`src/rtl/parking_gate_arbiter.sv`:
```
// -----------------------------------------------------------------------------
// parking_gate_arbiter
//
// Shares one token check and one slot allocator among several entry gates.
// Entry requests are arbitrated round-robin. The winning gate's token is
// compared with the system token. On a match, and if the lot is not full, the
// lowest free slot is allocated and its entry time is recorded. Exit strobes
// release slots independently of the entry FSM and report the parked duration.
//
// Ports
//   clock          rising-edge clock
//   reset          synchronous, active-low reset
//   req            per-gate entry request (level, held until ack)
//   user_token     gate g token on bits [3g+2:3g]
//   system_token   valid token
//   time_now       free-running time stamp
//   exit_req       one-cycle exit strobe
//   exit_slot      slot being vacated
//   grant          one-hot owner of the current entry transaction
//   ack            one-cycle response strobe to the granted gate
//   ack_ok         entry accepted (valid with ack)
//   ack_full       entry rejected because the lot is full (valid with ack)
//   slot_id        allocated slot (valid with ack && ack_ok)
//   free_count     number of free slots
//   full           free_count == 0
//   exit_done      one-cycle strobe: exit accepted
//   exit_err       one-cycle strobe: exit on a free slot
//   exit_duration  parked time (valid with exit_done)
// -----------------------------------------------------------------------------
module parking_gate_arbiter #(
   parameter int NUM_GATES = 4,
   parameter int NUM_SLOTS = 8,
   parameter int TIME_W    = 8,
   localparam int SLOT_W   = $clog2(NUM_SLOTS),
   localparam int GATE_W   = $clog2(NUM_GATES)
) (
   input  logic                   clock,
   input  logic                   reset,
   input  logic [NUM_GATES-1:0]   req,
   input  logic [3*NUM_GATES-1:0] user_token,
   input  logic [2:0]             system_token,
   input  logic [TIME_W-1:0]      time_now,
   input  logic                   exit_req,
   input  logic [SLOT_W-1:0]      exit_slot,
   output logic [NUM_GATES-1:0]   grant,
   output logic                   ack,
   output logic                   ack_ok,
   output logic                   ack_full,
   output logic [SLOT_W-1:0]      slot_id,
   output logic [SLOT_W:0]        free_count,
   output logic                   full,
   output logic                   exit_done,
   output logic                   exit_err,
   output logic [TIME_W-1:0]      exit_duration
);

   localparam logic [GATE_W:0]   GATE_COUNT = (GATE_W+1)'(NUM_GATES);
   localparam logic [GATE_W-1:0] LAST_GATE  = GATE_W'(NUM_GATES-1);
   localparam logic [SLOT_W:0]   SLOT_COUNT = (SLOT_W+1)'(NUM_SLOTS);

   typedef enum logic [1:0] {IDLE = 2'd0, CHECK = 2'd1, RESP = 2'd2} state_t;

   state_t                state, state_next;
   logic [GATE_W-1:0]     rr_ptr, rr_ptr_next;
   logic [GATE_W-1:0]     winner, winner_next;
   logic [GATE_W-1:0]     pick;
   logic                  pick_valid;
   logic [GATE_W:0]       cand;
   logic [NUM_SLOTS-1:0]  occ, occ_next;
   logic [TIME_W-1:0]     entry_time [NUM_SLOTS];
   logic [NUM_GATES-1:0]  token_match;
   logic [NUM_GATES-1:0]  grant_next;
   logic                  ack_next, ack_ok_next, ack_full_next;
   logic [SLOT_W-1:0]     slot_id_next, free_idx;
   logic [SLOT_W:0]       free_count_next;
   logic                  alloc, exit_hit, exit_miss;

   // Per-gate token comparison against the system token.
   generate
      for (genvar gi = 0; gi < NUM_GATES; gi++) begin : g_token
         assign token_match[gi] = (user_token[3*gi +: 3] == system_token);
      end
   endgenerate

   // Round-robin search upward from rr_ptr. Offsets are scanned from the
   // largest down so the last hit is the one closest to rr_ptr.
   always_comb begin
      pick_valid = 1'b0;
      pick       = rr_ptr;
      cand       = '0;
      for (int i = NUM_GATES - 1; i >= 0; i--) begin
         cand = {1'b0, rr_ptr} + (GATE_W+1)'(i);
         if (cand >= GATE_COUNT) cand = cand - GATE_COUNT;
         if (req[cand[GATE_W-1:0]]) begin
            pick_valid = 1'b1;
            pick       = cand[GATE_W-1:0];
         end
      end
   end

   // Lowest-index free slot in the registered occupancy.
   always_comb begin
      free_idx = '0;
      for (int s = NUM_SLOTS - 1; s >= 0; s--) begin
         if (!occ[s]) free_idx = SLOT_W'(s);
      end
   end

   assign exit_hit  = exit_req &  occ[exit_slot];
   assign exit_miss = exit_req & ~occ[exit_slot];

   // Entry FSM next-state and response logic.
   always_comb begin
      state_next    = state;
      rr_ptr_next   = rr_ptr;
      winner_next   = winner;
      grant_next    = grant;
      ack_next      = 1'b0;
      ack_ok_next   = ack_ok;
      ack_full_next = ack_full;
      slot_id_next  = slot_id;
      alloc         = 1'b0;
      case (state)
         IDLE: begin
            if (pick_valid) begin
               winner_next      = pick;
               grant_next       = '0;
               grant_next[pick] = 1'b1;
               state_next       = CHECK;
            end
         end
         CHECK: begin
            ack_next   = 1'b1;
            state_next = RESP;
            if (!token_match[winner]) begin
               ack_ok_next   = 1'b0;
               ack_full_next = 1'b0;
            end else if (free_count == '0) begin
               ack_ok_next   = 1'b0;
               ack_full_next = 1'b1;
            end else begin
               ack_ok_next   = 1'b1;
               ack_full_next = 1'b0;
               slot_id_next  = free_idx;
               alloc         = 1'b1;
            end
         end
         RESP: begin
            state_next  = IDLE;
            grant_next  = '0;
            rr_ptr_next = (winner == LAST_GATE) ? '0 : winner + 1'b1;
         end
         default: begin
            state_next = IDLE;
            grant_next = '0;
         end
      endcase
   end

   // Occupancy update. Allocation chose its slot from the pre-exit occupancy,
   // so a slot vacated in this same cycle cannot be the one allocated, and the
   // two updates never touch the same bit.
   always_comb begin
      occ_next = occ;
      if (exit_hit) occ_next[exit_slot] = 1'b0;
      if (alloc)    occ_next[free_idx]  = 1'b1;
      free_count_next = free_count + (SLOT_W+1)'(exit_hit) - (SLOT_W+1)'(alloc);
   end

   always_ff @(posedge clock) begin
      if (!reset) begin
         state         <= IDLE;
         rr_ptr        <= '0;
         winner        <= '0;
         occ           <= '0;
         grant         <= '0;
         ack           <= 1'b0;
         ack_ok        <= 1'b0;
         ack_full      <= 1'b0;
         slot_id       <= '0;
         free_count    <= SLOT_COUNT;
         full          <= 1'b0;
         exit_done     <= 1'b0;
         exit_err      <= 1'b0;
         exit_duration <= '0;
         for (int s = 0; s < NUM_SLOTS; s++) entry_time[s] <= '0;
      end else begin
         state      <= state_next;
         rr_ptr     <= rr_ptr_next;
         winner     <= winner_next;
         occ        <= occ_next;
         grant      <= grant_next;
         ack        <= ack_next;
         ack_ok     <= ack_ok_next;
         ack_full   <= ack_full_next;
         slot_id    <= slot_id_next;
         free_count <= free_count_next;
         full       <= (free_count_next == '0);
         exit_done  <= exit_hit;
         exit_err   <= exit_miss;
         if (alloc)    entry_time[free_idx] <= time_now;
         // Modular subtraction handles time stamp wrap-around.
         if (exit_hit) exit_duration <= time_now - entry_time[exit_slot];
      end
   end

endmodule

```
`config.mk`:
```
export PLATFORM = sky130hd
export DESIGN_NAME = parking_gate_arbiter
export DESIGN_NICKNAME = d
export VERILOG_FILES = /design/src/rtl/parking_gate_arbiter.sv
export SDC_FILE = /design/constraint.sdc
export NUM_CORES = 1
export LEC_CHECK = 0
export CORE_MARGIN = 4
export CORE_UTILIZATION = 45
export CTS_CLUSTER_SIZE = 24
export DETAILED_ROUTE_END_ITERATION = 12
export GPL_ROUTABILITY_DRIVEN = 1
export MAX_ROUTING_LAYER = met4
export PLACE_DENSITY_LB_ADDON = 0.2
export SYNTH_ARGS = -nofsm -noshare
export SYNTH_HDL_FRONTEND = slang
export SYNTH_SLANG_ARGS = --single-unit
```
`constraint.sdc`:
```
create_clock -name clock -period 4.3 [get_ports clock]
set_input_delay 0.86 -clock clock [delete_from_list [all_inputs] [get_ports clock]]
set_output_delay 0.86 -clock clock [all_outputs]
set_load 0.02 [all_outputs]
```
Yosys cells after proc, flatten, opt, wreduce, memory -nomap -nowiden --
Memory sizes are Yosys's and may differ from the RTL's. Cells that the tools add are included.
Storage, ports and cells: bits in registers 39, latch bits 0, RAM bits 64, ROM bits 0, input bits 33, logic and storage cells 125, memories kept 1
Memories:
- entry_time | words 8, bits a word 8, read ports 1, clocked after Yosys merged registers in 0, wr ports 8, line 70 | logic [TIME_W-1:0] entry_time [NUM_SLOTS];
Operators by class: add/sub/neg operators 11, $mul 0, div/mod/pow operators 0, order comparisons 15, equal/unequal tests 8, shifts and indexed selects 0, mux-type cells 58, bitwise logic cells 8, reduce and logical (&&, ||, !) cells 10
Operators with widths (number):
- $mux 3 | 9
- $mux 1 | 24
- $mux 8 | 3
- $mux 2 | 10
- $lt 2x3->1 const B | 6
- $eq 3x3->1 | 4
- $bmux 1 s2 | 5
- $ge 3x3->1 const B | 3
- $and 8x8->8 | 1
- $logic_not 4->1 | 2
- $lt 3x4->1 const B | 2
- $not 8->8 | 1
- $or 8x8->8 | 1
- $pmux 4 s2 | 1
- $reduce_or 8->1 | 1
- $sub 2x1->2 const B | 4
- $sub 8x8->8 | 1
- $add 2x2->3 const B | 2
- $demux 1 s3 | 2
- $ge 3x1->1 const B | 2
- $add 4x1->4 | 1
- $eq 2x2->1 const B | 2
- $mux 4 | 1
- $pmux 2 s2 | 1
- 15 further kinds | 21

Logic depth before layout (Yosys ltp) --
Gate-level depths: netlist (run 1).
depth in word-level cells 15, mapped depth 15

Least setup slack after synthesis (run 1) --
Ideal clock, no wire load.
path kind input to register, from in exit_slot[1], to reg exit_duration[6], library setup time 62 ps, arrival time 3588 ps, required time 4238 ps, setup slack 650 ps, stages on the path 13, buffers on the path 2, path through buf_6 -> clkbuf_1 -> mux2_2 -> a22oi_1 -> nor2_1 -> a221oi_1 -> ha_1 -> nor2b_1 -> o21ai_0 -> a21boi_0 -> o21a_1 -> or4_1 -> nand3_1
On the way: longest elaborated chain between the ends 3, elaborated cells on any way between the ends 5, those cells by class 1 x add/sub; 2 x mux; 1 x bitwise; 1 x memory
Ends and longest elaborated chain:
- from (decl) | line 44 | input logic [SLOT_W-1:0] exit_slot,
- parallel branches: the longest is 3 deep, another holds $mem_v2 8x8
- to (signal assigned) | line 203 | if (exit_hit) exit_duration <= time_now - entry_time[exit_slot];
- to (decl) | line 54 | output logic [TIME_W-1:0] exit_duration
Parallel ways; which one is timed is not known. The select of a mux whose other input is x is not followed. A chain may end at the register's enable or synchronous reset.

Final worst setup path (run 1) --
Ends and elaborated chain as after synthesis.

==> results.cfg, run 1 <==
[cells_and_area]
regArea_mm2 = 0.00270
drive_above_1_share_pct = 9.64
diodes = 0
syn_to_final_growth_pct = 19.7
fillers = 976
fin_util_pct = 55.5
post_layout_nonfiller_instances = 690
nets = 593
multi_input_area_mm2 = 0.00216

[yosys]
ys_seq_area_share_pct = 53.6
syn_avg_cell_area_um2 = 10.5
yosys_register_bits = 103
synthFlopType = edfxtp_1
syn_area_mm2 = 0.00505
synth_cells = 481
yosysWarnings = 0
synth_nets = 529
synth_area_leader_cell = edfxtp_1
yosys-top-cells-area = edfxtp_1, dfxtp_1, nor2_1, mux4_2, nand2_1
async_reset_ff_share_pct = 0
synth-edff-count = 64
yosysUniqueCellTypes = 57
synth_top_area_share_pct = 38.1

[detailed_routing]
totalWireLength_mm = 11.7
route.detailed.drc = 0
viasPerCell = 5.55
antenna_left = 0
drt_iter0_markers = 220
wl_per_cell_um = 17.0
dr_total_vias = 3828
drt_pass1_iterations = 5

[placement]
post-dp-hpwl_mm = 8.70
io_buffers = 57
dp_cells = 674
place_ws_ns = 0.302
gp_congestion = 0.859

[clock_tree]
cts_tree = done
cts_root_buf = clkbuf_8
cts_made_buffers = 9
h-tree-depth = 3
clk_latency_ns = 0.37
cts_buffer_depth = 2
clkSlewWorstSetupHoldPaths_ns = 0.09
cts.sinks = 103
cts_resized = 0
post_cts_buffers = 0
cts_hold_buf = 0

[worst_setup_path]
arrival_ns = 3.88
cp-end-kind = flip-flop
cp_data_required_time_ns = 4.56
crit_buf_inv = 2
cpLargestDelayFamily = buffers and inverters
start_kind = primary input
path_cells = clkdlybuf4s50_1 > buf_4 > mux4_2 > nor2_1 > a21oi_1 > ha_1 > fa_1 > nor2b_1 > o21ai_0 > a21boi_0 > o21a_1 > or4_1 > nand3_1
max_stage_delay_ns = 0.56
crit_type = primary input to flip-flop
critPathSlowestCell = clkdlybuf4s50_1
cp_max_fo = 16

[min_path]
worst_hold_path_type = flip-flop to flip-flop

[sta]
hold_viol_final = 0
drv_slew = 0
maxSlewHeadroom_pct = 51.1
worst_slew_pin_slew_ns = 0.732
fmax_mhz = 276
period_needed_ns = 3.63
rsz0062_at_grt = false
clock_skew_ns = 0.0103
finalSetupTns_ns = 0
period_share_pct = 84.4
timing.final.ws_setup_ns = 0.671
setup_viol = 0
hold_ws_ns = 0.459

[global_route]
grt_util_all_layers_pct = 19.3
grt_antenna_before_repair = 0
grt_overflow = 0
grt_pass1_wl_mm = 18.8
grt_max_degree = 27
grt_pass1_vias = 3718

[pwr]
ir_drop_mv = 0.266
leakage_nw = 2.15
power_density_mw_per_mm2 = 351

[die]
fp.dieW_um = 114
core-area_mm2 = 0.0109
start_util_pct = 46.3
core.rowCount = 38
dieHeight_um = 114
design.portCount = 58
die_area_mm2 = 0.0130

[run]
cap_violations = 0

[run_status]
status = finished, final reports clean
where the power goes:
group          internal (mW)  total (mW)  switching (mW)  leakage, nW
registers               1.10        1.12          0.0245        0.952
logic                  0.182       0.390           0.207         1.11
clock network          0.272       0.610           0.337       0.0933
flip-flops by register name, summed over array words and instances, names as in the netlist:
signal         cells
rr_ptr             2
exit_duration      8
ack_ok             1
winner             2
ack                1
ack_full           1
free_count         4
grant              4
slot_id            3
full               1
entry_time        64
state              2
exit_done          1
occ                8
exit_err           1
synth_stat cells (all sizes together) (2+ instances only):
cell and count:
nor2 91, edfxtp 64, nand2 45, dfxtp 39, a21oi 22, inv 20
clkbuf 18, xnor2 18, nand3 16, ha 13, o21ai 11, mux2i 10
a221oi 9, mux4 8, nor2b 8, nand2b 7, and2 6, buf 5
mux2 5, nand3b 5, a22oi 4, a32o 4, and3 4, a211oi 3
a21boi 3, a21o 3, nand4 3, nor3 3, or3 3, a31oi 2
a41oi 2, fa 2, nor3b 2, nor4 2, o2111ai 2, o211a 2
o21bai 2, o31ai 2, o41ai 2, or4 2
routing by layer:
metal | wire [µm] | track usage (%)
met3 | 602 | 4.72
met4 | 276 | 6.49
met5 | 0 | -
met1 | 4930 | 23.5
met2 | 5900 | 31.7
metrics by stage:
stage               power (mW)  cell area [µm²]
finish                    2.12             6040
global route              2.23             6040
CTS                       2.14             6040
detailed placement        1.54             5850
global placement          1.53             5850
floorplan                 1.39             5050
final timing paths:
path | startpoint | to | slack, ns | depth (start not counted)
setup / recovery | exit_slot[1] | exit_duration[6] | 0.67 | 13
hold / removal | exit_duration[3] | exit_duration[3] | 0.46 | 2
setup reg to reg | free_count[2] | full | 1.32 | 14
hold reg to reg | exit_duration[3] | exit_duration[3] | 0.46 | 2
area by class of cell:
cell class / instances / share of cell area, %
sequential: 103 / 44.7
multi-input combinational: 334 / 35.8
timing repair buffer: 76 / 12.0
tap: 140 / 2.90
clock buffer: 10 / 2.11
inverter: 21 / 1.30
clock inverter: 6 / 1.12
placed cells by master (no fill, tap or decap), types with 6 or more instances in the layout:
master           instances
nor2_1                  91
edfxtp_1                64
clkdlybuf4s50_1         57
nand2_1                 45
dfxtp_1                 39
a21oi_1                 21
inv_1                   19
xnor2_1                 18
buf_4                   18
nand3_1                 16
ha_1                    13
o21ai_0                 11
mux2i_1                 10
a221oi_1                 9
clkbuf_8                 9
mux4_2                   8
nor2b_1                  7
nand2b_1                 7
and2_1                   6
worst register-to-register path, delay by kind of cell, from the launching register on:
kind	cells	cell delay (ns)
XOR/XNOR	1	0.13
buffers and inverters	3	0.19
AO/OA/AOI/OAI	3	0.47
AND/OR/NAND/NOR	4	1.16
adder cells (fa/ha/maj)	3	0.61
flip-flops	1	0.32
cell families (layout without fill, tap and decap cells):
| group | count (synthesis) | after routing | share of synthesized area (%) |
|---|---|---|---|
| flops | 103 | 103 | 53.6 |
| compound gates | 78 | 78 | 10.9 |
| simple gates | 200 | 200 | 18.2 |
| fa+ha+maj | 15 | 15 | 4.02 |
| xor+xnor | 18 | 18 | 3.12 |
| mux | 23 | 23 | 6.67 |
| buf+inv | 44 | 113 | 3.57 |
(Power assumes the default switching activity.)
==> inputs of run 2 (changes only) <==
==> constraint.sdc (replaced) <==
create_clock -name clock -period 3.1 [get_ports clock]
set_input_delay 0.62 -clock clock [delete_from_list [all_inputs] [get_ports clock]]
set_output_delay 0.62 -clock clock [all_outputs]
set_load 0.02 [all_outputs]
==> run 2 against run 1 <==
  * Cell count increased by 5.5%
  * Clock-buffer cell count unchanged
  * Core utilization grew 4.1 points
  * Routed wire length up 6.4%
  * Largest power group unchanged
  * Highest routed layer unchanged
==> results.cfg, run 2 (synthesized netlist as in run 1, its figures left out) <==
[global_route]
grt_overflow = 0
grt_util_all_layers_pct = 20.8
grt_antenna_before_repair = 0
grt_max_degree = 32
grt_pass1_vias = 3939
grt_pass1_wl_mm = 20.3

[sta]
maxSlewHeadroom_pct = 57.5
worst_slew_pin_slew_ns = 0.636
finalSetupTns_ns = 0
clock_skew_ns = 0.0155
fmax_mhz = 336
period_share_pct = 96.0
period_needed_ns = 2.98
drv_slew = 0
setup_viol = 0
timing.final.ws_setup_ns = 0.123
hold_viol_final = 0

[worst_setup_path]
cp-end-kind = flip-flop
start_kind = primary input
max_stage_delay_ns = 0.52
crit_type = primary input to flip-flop
cp_data_required_time_ns = 3.39
cp_max_fo = 4
path_cells = clkdlybuf4s50_1 > xnor2_1 > nand4_1 > a31oi_2 > nand2_1 > inv_1 > ha_4 > inv_1 > ha_1 > a21o_1 > a21oi_2 > xnor2_1 > nand2_1 > nor4b_2
arrival_ns = 3.27
critPathSlowestCell = clkdlybuf4s50_1

[die]
core-area_mm2 = 0.0109
die_area_mm2 = 0.0130
fp.dieW_um = 114
design.portCount = 58
dieHeight_um = 114
core.rowCount = 38
start_util_pct = 46.3

[pwr]
p_total_mw = 3.13
power_density_mw_per_mm2 = 483
ir_drop_mv = 0.361
leakage_nw = 2.44

[detailed_routing]
drt_pass1_iterations = 5
drt-met1-wl_mm = 5.30
antenna_left = 0
route.detailed.drc = 0
viasPerCell = 5.49
dr_total_vias = 3995
drt_iter0_markers = 283
totalWireLength_mm = 12.5
highest_layer = met4
wl_met3_um = 530
met2WireLength_mm = 6.44
wl_per_cell_um = 17.1

[clock_tree]
cts.sinks = 103
h-tree-depth = 3
cts_made_buffers = 9
cts_hold_buf = 0
clkSlewWorstSetupHoldPaths_ns = 0.09
cts_tree = done
clk_latency_ns = 0.38
cts_buffer_depth = 2
cts_root_buf = clkbuf_8

[placement]
post_dp_cell_area_mm2 = 0.00618
place_ws_ns = -0.516
gp_congestion = 0.897
post-dp-hpwl_mm = 9.37
io_buffers = 57

[cells_and_area]
fin_area_mm2 = 0.00649
largest_reg_flops = 64
top_register = entry_time
diodes = 0
syn_to_final_growth_pct = 28.5
nets = 631
drive_above_1_share_pct = 17.2
final_cell_mix = nor2_1, edfxtp_1, clkdlybuf4s50_1, buf_4, nand2_1
top_regs = entry_time x64, exit_duration x8, occ x8
final_common_cell = nor2_1

[min_path]
worst_hold_path_type = flip-flop to flip-flop

[run_status]
status = finished, final reports clean

[run]
cap_violations = 0
run 2: per-stage QoR:
step | util (%) | hold slack [ns] | cells
final | 59.6 | 0.456 | 728
after detailed placement | 56.8 | 0.449 | 710
after global routing | 59.6 | 0.475 | 728
after floorplan | - | 0.445 | 481
after CTS | 59.2 | 0.459 | 726
after global placement | 56.8 | 0.437 | 710
run 2: final timing paths:
check	startpoint	endpoint	slack, ns	cells after the start
min reg2reg	exit_duration[5]	exit_duration[5]	0.46	2
min	exit_duration[5]	exit_duration[5]	0.46	2
max reg2reg	free_count[2]	full	0.31	14
max	system_token[1]	full	0.12	14
run 2: timing repair:
item / 4_1_cts / 5_1_grt
buffers inserted: 0 / 1
gates resized for setup: 10 / 11
hold endpoints to repair: 0 / 0
cloned: 0 / 1
pin swaps: 3 / 8
endpoints found under the setup margin: 6 / 6
run 2: layout make-up:
cell class | instances | area (µm²)
clock buffer | 10 | 128
clock inverter | 6 | 92.6
fill | 919 | 4400
inverter | 21 | 78.8
multi-input combinational | 334 | 2230
sequential | 103 | 2700
tap | 140 | 175
timing repair buffer | 114 | 1080
run 2: critical path, delay by kind of cell:
| kind | cells | cell delay (ns) |
|---|---|---|
| buf+inv | 3 | 0.68 |
| simple gates | 4 | 0.68 |
| compound gates | 3 | 0.54 |
| fa+ha+maj | 2 | 0.40 |
| xor+xnor | 2 | 0.36 |
run 2: report_power, final:
part | internal, mW | switching (mW) | total (mW)
sequential | 1.52 | 0.0342 | 1.56
combinational | 0.326 | 0.318 | 0.643
clock | 0.462 | 0.466 | 0.928
total | 2.31 | 0.818 | 3.13
run 2: metal layers:
layer  track usage [%]  vias to the layer above
li1                  -                     1932
met3              3.77                       14
met2              35.7                      102
met4              5.15                        0
met1              25.6                     1947
met5                 -                        -
